$ cat src/rtl/cluster_cmd_responder.sv
// Responder end of the HPU command interface: one-entry issue register towards the backend
// engine plus an in-order command-ID FIFO that turns engine completions into response strobes.

package cluster_cmd_pkg;
    localparam int unsigned CMD_ID_W = 8;

    typedef struct packed {
        logic [CMD_ID_W-1:0] cmd_id;
        logic [3:0]          opcode;
        logic [31:0]         addr;
    } cmd_req_t;

    typedef struct packed {
        logic [CMD_ID_W-1:0] cmd_id;
        logic [1:0]          status;
    } cmd_resp_t;
endpackage

module cluster_cmd_responder #(
    parameter int unsigned MAX_OUTSTANDING = 4,
    parameter type cmd_req_t  = cluster_cmd_pkg::cmd_req_t,
    parameter type cmd_resp_t = cluster_cmd_pkg::cmd_resp_t
) (
    input  logic      clk_i,
    input  logic      rst_ni,
    input  logic      cmd_valid_i,
    output logic      cmd_ready_o,
    input  cmd_req_t  cmd_i,
    output logic      cmd_resp_valid_o,
    output cmd_resp_t cmd_resp_o,
    output logic      eng_valid_o,
    input  logic      eng_ready_i,
    output cmd_req_t  eng_cmd_o,
    input  logic      eng_done_i,
    output logic      busy_o,
    output logic      err_o
);

    localparam int unsigned CNT_W = $clog2(MAX_OUTSTANDING + 1);
    localparam int unsigned PTR_W = (MAX_OUTSTANDING > 1) ? $clog2(MAX_OUTSTANDING) : 1;
    localparam int unsigned ID_W  = $bits(cmd_i.cmd_id);

    logic [CNT_W-1:0] cnt_q, cnt_d;
    logic [PTR_W-1:0] wr_ptr_q, wr_ptr_d;
    logic [PTR_W-1:0] rd_ptr_q, rd_ptr_d;
    logic [ID_W-1:0]  id_mem_q [MAX_OUTSTANDING];
    logic             eng_valid_q, eng_valid_d;
    cmd_req_t         eng_cmd_q, eng_cmd_d;
    logic             resp_valid_q, resp_valid_d;
    cmd_resp_t        resp_q, resp_d;
    logic             err_q, err_d;

    logic accept;
    logic done_ok;

    // Ready never looks at eng_done_i: a slot freed by a completion is usable next cycle.
    assign cmd_ready_o = (!eng_valid_q || eng_ready_i) && (cnt_q < CNT_W'(MAX_OUTSTANDING));
    assign accept      = cmd_valid_i && cmd_ready_o;
    assign done_ok     = eng_done_i && (cnt_q != '0);

    always_comb begin
        cnt_d        = cnt_q;
        wr_ptr_d     = wr_ptr_q;
        rd_ptr_d     = rd_ptr_q;
        eng_valid_d  = eng_valid_q;
        eng_cmd_d    = eng_cmd_q;
        resp_valid_d = 1'b0;
        resp_d       = resp_q;
        err_d        = err_q;

        case ({accept, done_ok})
            2'b10:   cnt_d = cnt_q + CNT_W'(1);
            2'b01:   cnt_d = cnt_q - CNT_W'(1);
            default: cnt_d = cnt_q;
        endcase

        if (accept) begin
            eng_valid_d = 1'b1;
            eng_cmd_d   = cmd_i;
            wr_ptr_d    = (wr_ptr_q == PTR_W'(MAX_OUTSTANDING - 1)) ? '0 : wr_ptr_q + PTR_W'(1);
        end else if (eng_ready_i) begin
            eng_valid_d = 1'b0;
        end

        if (done_ok) begin
            resp_valid_d  = 1'b1;
            resp_d        = '0;
            resp_d.cmd_id = id_mem_q[rd_ptr_q];
            rd_ptr_d      = (rd_ptr_q == PTR_W'(MAX_OUTSTANDING - 1)) ? '0 : rd_ptr_q + PTR_W'(1);
        end

        if (eng_done_i && (cnt_q == '0)) begin
            err_d = 1'b1;
        end
    end

    always_ff @(posedge clk_i or negedge rst_ni) begin
        if (!rst_ni) begin
            cnt_q        <= '0;
            wr_ptr_q     <= '0;
            rd_ptr_q     <= '0;
            eng_valid_q  <= 1'b0;
            eng_cmd_q    <= '0;
            resp_valid_q <= 1'b0;
            resp_q       <= '0;
            err_q        <= 1'b0;
        end else begin
            cnt_q        <= cnt_d;
            wr_ptr_q     <= wr_ptr_d;
            rd_ptr_q     <= rd_ptr_d;
            eng_valid_q  <= eng_valid_d;
            eng_cmd_q    <= eng_cmd_d;
            resp_valid_q <= resp_valid_d;
            resp_q       <= resp_d;
            err_q        <= err_d;
        end
    end

    // ID storage; ready guarantees a free slot whenever accept is high.
    always_ff @(posedge clk_i or negedge rst_ni) begin
        if (!rst_ni) begin
            for (int i = 0; i < int'(MAX_OUTSTANDING); i++) begin
                id_mem_q[i] <= '0;
            end
        end else if (accept) begin
            id_mem_q[wr_ptr_q] <= cmd_i.cmd_id;
        end
    end

    assign eng_valid_o      = eng_valid_q;
    assign eng_cmd_o        = eng_cmd_q;
    assign cmd_resp_valid_o = resp_valid_q;
    assign cmd_resp_o       = resp_q;
    assign err_o            = err_q;
    assign busy_o           = (cnt_q != '0);

endmodule

$ cat config.mk
export PLATFORM = sky130hd
export DESIGN_NAME = cluster_cmd_responder
export DESIGN_NICKNAME = d
export VERILOG_FILES = /design/src/rtl/cluster_cmd_responder.sv
export SDC_FILE = /design/constraint.sdc
export NUM_CORES = 1
export LEC_CHECK = 0
export BUFFER_PORTS_ARGS = -buffer_cell sky130_fd_sc_hd__buf_2
export CAP_MARGIN = 40
export CORE_UTILIZATION = 52
export DETAILED_ROUTE_END_ITERATION = 16
export PLACE_DENSITY = 0.89
export SLEW_MARGIN = 20
export SYNTH_ARGS = -nofsm -noshare
export SYNTH_HDL_FRONTEND = slang
export SYNTH_SLANG_ARGS = --single-unit
$ cat constraint.sdc
create_clock -name clk_i -period 2.9 [get_ports clk_i]
set_input_delay 0 -clock clk_i [delete_from_list [all_inputs] [get_ports clk_i]]
set_output_delay 0 -clock clk_i [all_outputs]
set_load 0.05 [all_outputs]
==> results of run 1 <==
sequential cells by signal (all words and copies together) (netlist names):
register / flops
cnt_q: 3
wr_ptr_q: 2
cmd_resp_o: 8
rd_ptr_q: 2
cmd_resp_valid_o: 1
eng_valid_o: 1
err_o: 1
eng_cmd_o: 44
id_mem_q: 32
layout make-up:
class | instances | area share [%]
clock inverter | 5 | 1.57
inverter | 8 | 0.678
multi-input combinational | 126 | 27.4
clock buffer | 11 | 2.74
timing repair buffer | 155 | 19.7
tap | 99 | 2.40
sequential | 94 | 45.5
power by group through the flow:
stage                     sequential [mW]  combinational [mW]  clock, mW
after CTS                            2.38                3.36      0.976
after detailed placement             2.40                3.30          0
after global placement               2.35                3.21          0
after global routing                 2.47                3.52       1.01
final                                2.39                3.35      0.945
after floorplan                      3.64                1.33          0
cells by family after synthesis:
family                     Yosys count
muxes                               95
DFF                                 94
buffers and inverters               20
and+or+nand+nor                     16
adders and majority gates            7
AOI/OAI and AO/OA                    3
xor gates and xnor gates             3
other                                1
synthesized netlist by cell type:
master,number
ha_1,6
mux2i_1,1
nor2_1,3
nand3_1,6
inv_1,7
o21ai_0,2
nor2b_2,1
nand2_1,2
buf_6,5
xor2_1,2
nand2b_1,1
mux4_2,8
xnor2_1,1
inv_6,1
buf_8,1
buf_4,3
and2_1,1
buf_2,2
o21bai_1,1
mux2_4,7
mux2_2,79
fa_1,1
conb_1,1
dfrtp_1,94
or3_1,1
nor2b_1,1
clkbuf_1,1
per-layer routing:
layer	vias up	global-route usage [%]	share of wire [%]
met2	68	42.0	55
met5	-	0	0
met4	0	11.6	2.6
met1	1281	25.4	40
met3	16	3.73	2.9
li1	1149	-	-
timing repair:
item	CTS	global route
endpoints found under the hold margin	112	0
hold buffers	46	0
resized for setup	0	0
stage by stage:
stage                     area [µm²]  std cells  util [%]  total power [mW]  hold slack [ps]
after floorplan                 3910        240         -              4.97             -296
after global placement          4480        436      61.8              5.56            -25.5
after detailed placement        4480        436      61.8              5.70            -20.4
after CTS                       5170        498      71.2              6.71              130
after global routing            5170        498      71.2              7.00              175
final                           5170        498      71.2              6.68              128
worst max-delay path: cells and delay by family (launching register included):
family,cells,cell delay (ps)
xor gates and xnor gates,2,320
adders and majority gates,2,590
buffers and inverters,2,210
DFF,1,380
and+or+nand+nor,3,590
path summary, 6_finish.rpt:
path / end / slack (ps) / depth (start not counted)
max: cnt_q[2] / 740 / 9
min: eng_valid_o / 130 / 3
max reg2reg: cnt_q[2] / 740 / 9
min reg2reg: err_o / 490 / 1
max in group asynchronous: eng_cmd_o[6] / 2020 / 3
min in group asynchronous: eng_cmd_o[38] / 140 / 2
==> metrics, run 1 <==
status=finished, final reports clean; Fillers=470; Sw Pwr=2.97 mW; # port buffers=105; maximum capacitance violations=0; antenna cells=0; DR iter-0 viols=68; Max Root-Sink Buffers=2; Crit Path Max Fanout=9; vias per cell=5.05; setup TNS=0 ps; Clk Latency, worst-skew pair=350 ps; Final setup viols=0; CTS sink count=94; vias in the first global route=2723; Worst R2R Start=eng_valid_o; final WL=8260 µm; register area share after synthesis=60.2%; footprint of the multi-input gates=1420 µm²; synth unique cells=27; XOR/XNOR Fraction of Synth Area=0.673%; Num CTS Buffers=9; max incr delay on CP=380 ps; clk slew on worst S/H paths=80 ps; FF/Latch Area=2350 µm²; cells after synthesis=239; power per cell area=1290 nW/µm²; Area contributors post-synth=dfrtp_1 (60%), mux2_2 (23%), mux4_2 (4.6%); antenna violations before repair=0; largest net degree at the start of global routing=40; routability congestion estimate=0.742; io pins=108; layout cells sized above 1=55.4%; hpwl dp=5240 µm; Layout area overhead=32.3%; Worst-Margin Slew=595 ps; worst vdd ir=715 µV; Simple-Gate Fraction of Synth Area=2.11%; post-synthesis mux area share=30.3%; Int Pwr=3.71 mW; Total GRT Usage=22.8%; worst setup path class=flop to flop; most common cell after layout, fill and taps aside=buf_2; post-CTS setup buffer count=0; Routed Antenna Nets=0; Flop pwr share=35.7%; num rows=31; largest area contributor in the netlist=dfrtp_1; final hold vios=0; initial core utilization=53.8%; commonest cells after routing, fill and taps aside=buf_2 (104), dfrtp_1 (94), mux2_2 (79); Critical Path Sink Type=flop; Post-Syn Area=3900 µm²; required time worst endpoint=3170 ps; Setup WS post-layout=736 ps; area of the core=7250 µm²; main combinational cell family by area after synthesis=multiplexers; post-route DRC violation count=0; element type at the critical path start=flop; Post-Synth Adder-Cell Area=2.44%; unrepaired setup endpoints after global routing=false; H-tree depth=3; post-synthesis compound-gate area fraction=0.449%; fin crit period=2160 ps; Worst Hold Class=input pin to flop; Routed WL per cell=16.6 µm; CTS tree=done; clk_skew=8.64 ps; Crit path top cell by count=xor2_1; grt ovf=0; final net count=450; clk root buf=clkbuf_8; flip-flop and latch count after synthesis=94; Slowest-stage cell, CP=dfrtp_1; chip height=88.7 µm; die area=7860 µm²; post-place setup slack=794 ps; Syn Area/Cell=16.3 µm²; Warnings, synthesis=0; vias=2514; sw frac=44.5%; crit share post-route=74.6%; CP startpoint=eng_valid_o; Clk pwr share=14.2%; global-route wire length before repair=12900 µm; Leakage=2.45 nW; max-slew violation count=0; power share of the combinational group=50.1%; crit path cell chain=nand2b_1, and2_2, inv_6, ha_1, inv_1, fa_1, xor2_1, nor2_1, xor2_1; Arrival @ worst endpoint=2440 ps; Horiz. Die Dim=88.7 µm; slew margin rel.=60.3%; maximum clock rate=0.462 GHz; drt pass-1 iters=4; Synth top area share=60.2%; worst hold start=eng_ready_i
No activity file was read; power rests on OpenSTA's default activity.
==> run 2: changes to the inputs <==
==> constraint.sdc (replaced) <==
create_clock -name clk_i -period 2.06 [get_ports clk_i]
set_input_delay 0 -clock clk_i [delete_from_list [all_inputs] [get_ports clk_i]]
set_output_delay 0 -clock clk_i [all_outputs]
set_load 0.05 [all_outputs]
==> metrics, run 2 (synthesis results as in run 1) <==
status=finished, final reports clean (unchanged); Horiz. Die Dim=88.7 µm (unchanged); Arrival @ worst endpoint=2070 ps (was 2440 ps); max-slew violation count=0 (unchanged); Total GRT Usage=21.5% (was 22.8%); Clk Latency, worst-skew pair=350 ps (about the same); largest net degree at the start of global routing=60 (was 40); fin crit period=1840 ps (was 2160 ps); met3 Track Usage GR=5.60% (was 3.73%); commonest cells after routing, fill and taps aside=buf_2 (104), dfrtp_1 (93), mux2_2 (79) (was buf_2 (104), dfrtp_1 (94), mux2_2 (79)); antenna cells=0 (unchanged); GR Util met1=25.0% (was 25.4%); routability congestion estimate=0.693 (was 0.742); post-CTS setup buffer count=0 (unchanged); final hold vios=0 (unchanged); post-route DRC violation count=0 (unchanged); grt ovf=0 (unchanged); final net count=451 (was 450); hpwl dp=4950 µm (was 5240 µm); global-route wire length before repair=12300 µm (was 12900 µm); area of the core=7250 µm² (unchanged); Largest register FFs=44 (unchanged); vias=2473 (was 2514); maximum capacitance violations=0 (unchanged); Num CTS Buffers=9 (unchanged); worst setup path class=flop to flop (unchanged); worst vdd ir=823 µV (was 715 µV); worst hold slack=93.6 ps (was 128 ps); power per cell area=1810 nW/µm² (was 1290 nW/µm²); vias in the first global route=2658 (was 2723); Crit Path Max Fanout=3 (was 9); num rows=31 (unchanged); Final setup viols=0 (unchanged); initial core utilization=53.8% (unchanged); Routed Antenna Nets=0 (unchanged); clk slew on worst S/H paths=80 ps (about the same); crit share post-route=89.3% (was 74.6%); most common cell after layout, fill and taps aside=buf_2 (unchanged); layout cells sized above 1=56.3% (was 55.4%); vias per cell=4.98 (was 5.05); slew margin rel.=59.8% (was 60.3%); element type at the critical path start=flop (unchanged); unrepaired setup endpoints after global routing=false (unchanged); Cells after DPL=437 (was 436); Post-Layout Cell Count=497 (was 498); required time worst endpoint=2290 ps (was 3170 ps); Max Root-Sink Buffers=2 (unchanged); CTS tree=done (unchanged); met2 Resource Use GR=37.6% (was 42.0%); Leakage=2.46 nW (was 2.45 nW); io pins=108 (unchanged); overall power=9.45 mW (was 6.68 mW); Critical Path Sink Type=flop (unchanged); Worst-Margin Slew=604 ps (was 595 ps); CTS sink count=94 (unchanged); chip height=88.7 µm (unchanged); clk_skew=12.0 ps (was 8.64 ps); H-tree depth=3 (unchanged); DR iter-0 viols=79 (was 68); Layout area overhead=33.5% (was 32.3%); GR peak layer=met2 (unchanged); final WL=7730 µm (was 8260 µm); Worst Hold Class=input pin to flop (unchanged); Routed WL per cell=15.6 µm (was 16.6 µm); clk root buf=clkbuf_8 (unchanged); die area=7860 µm² (unchanged); antenna violations before repair=0 (unchanged); # port buffers=105 (unchanged); drt pass-1 iters=4 (unchanged); maximum clock rate=0.543 GHz (was 0.462 GHz)
==> run 2: final cells by class <==
| type | instances | area (µm²) |
|---|---|---|
| Timing Repair Buffer | 156 | 1040 |
| Multi-Input combinational cell | 126 | 1440 |
| Tap cell | 99 | 124 |
| Clock buffer | 10 | 128 |
| Sequential cell | 94 | 2350 |
| Fill cell | 471 | 2040 |
| Inverter | 8 | 37.5 |
| Clock inverter | 4 | 97.6 |
==> run 2: stage by stage <==
step / utilization (%) / TNS, ps / setup slack [ps] / instance area, µm²
global route: 71.9 / 0 / 101 / 5220
finish: 71.9 / 0 / 220 / 5220
global placement: 62.4 / 0 / 265 / 4530
CTS: 71.9 / 0 / 212 / 5220
floorplan: - / -109 / -109 / 3940
detailed placement: 62.4 / 0 / 224 / 4530
==> run 2: worst paths after layout <==
check / from / to / slack [ps] / depth (start not counted)
min reg2reg: err_o / err_o / 480 / 1
max reg2reg: cnt_q[0] / cnt_q[2] / 220 / 9
min in group asynchronous: rst_ni / id_mem_q[19] / 150 / 2
min: eng_ready_i / eng_valid_o / 90 / 4
max: cnt_q[0] / cnt_q[2] / 220 / 9
max in group asynchronous: rst_ni / wr_ptr_q[1] / 1240 / 3
==> run 2: critical path: stages, from the launching register on <==
cell	delay [ps]
dfrtp_1	420
or3_4	390
nand2_1	90
inv_1	80
ha_4	160
inv_1	60
fa_2	190
xor2_1	150
nor2_1	70
xor2_1	130
==> run 2: where the power goes <==
part | internal [mW] | switching [mW] | total, mW
sequential | 2.78 | 0.568 | 3.35
clock | 0.794 | 0.592 | 1.39
combinational | 1.76 | 2.96 | 4.71
==> run 2: timing repair <==
item                       4_1_cts  5_1_grt
gates resized for setup          0        0
hold endpoints to repair       113        0
setup endpoints to repair        0        0
hold buffers                    46        0
==> run 2: metal layers <==
layer / up-vias / wire (µm)
met5: - / 0
met3: 18 / 324
met1: 1239 / 3130
met2: 68 / 4050
met4: 0 / 228
li1: 1148 / -
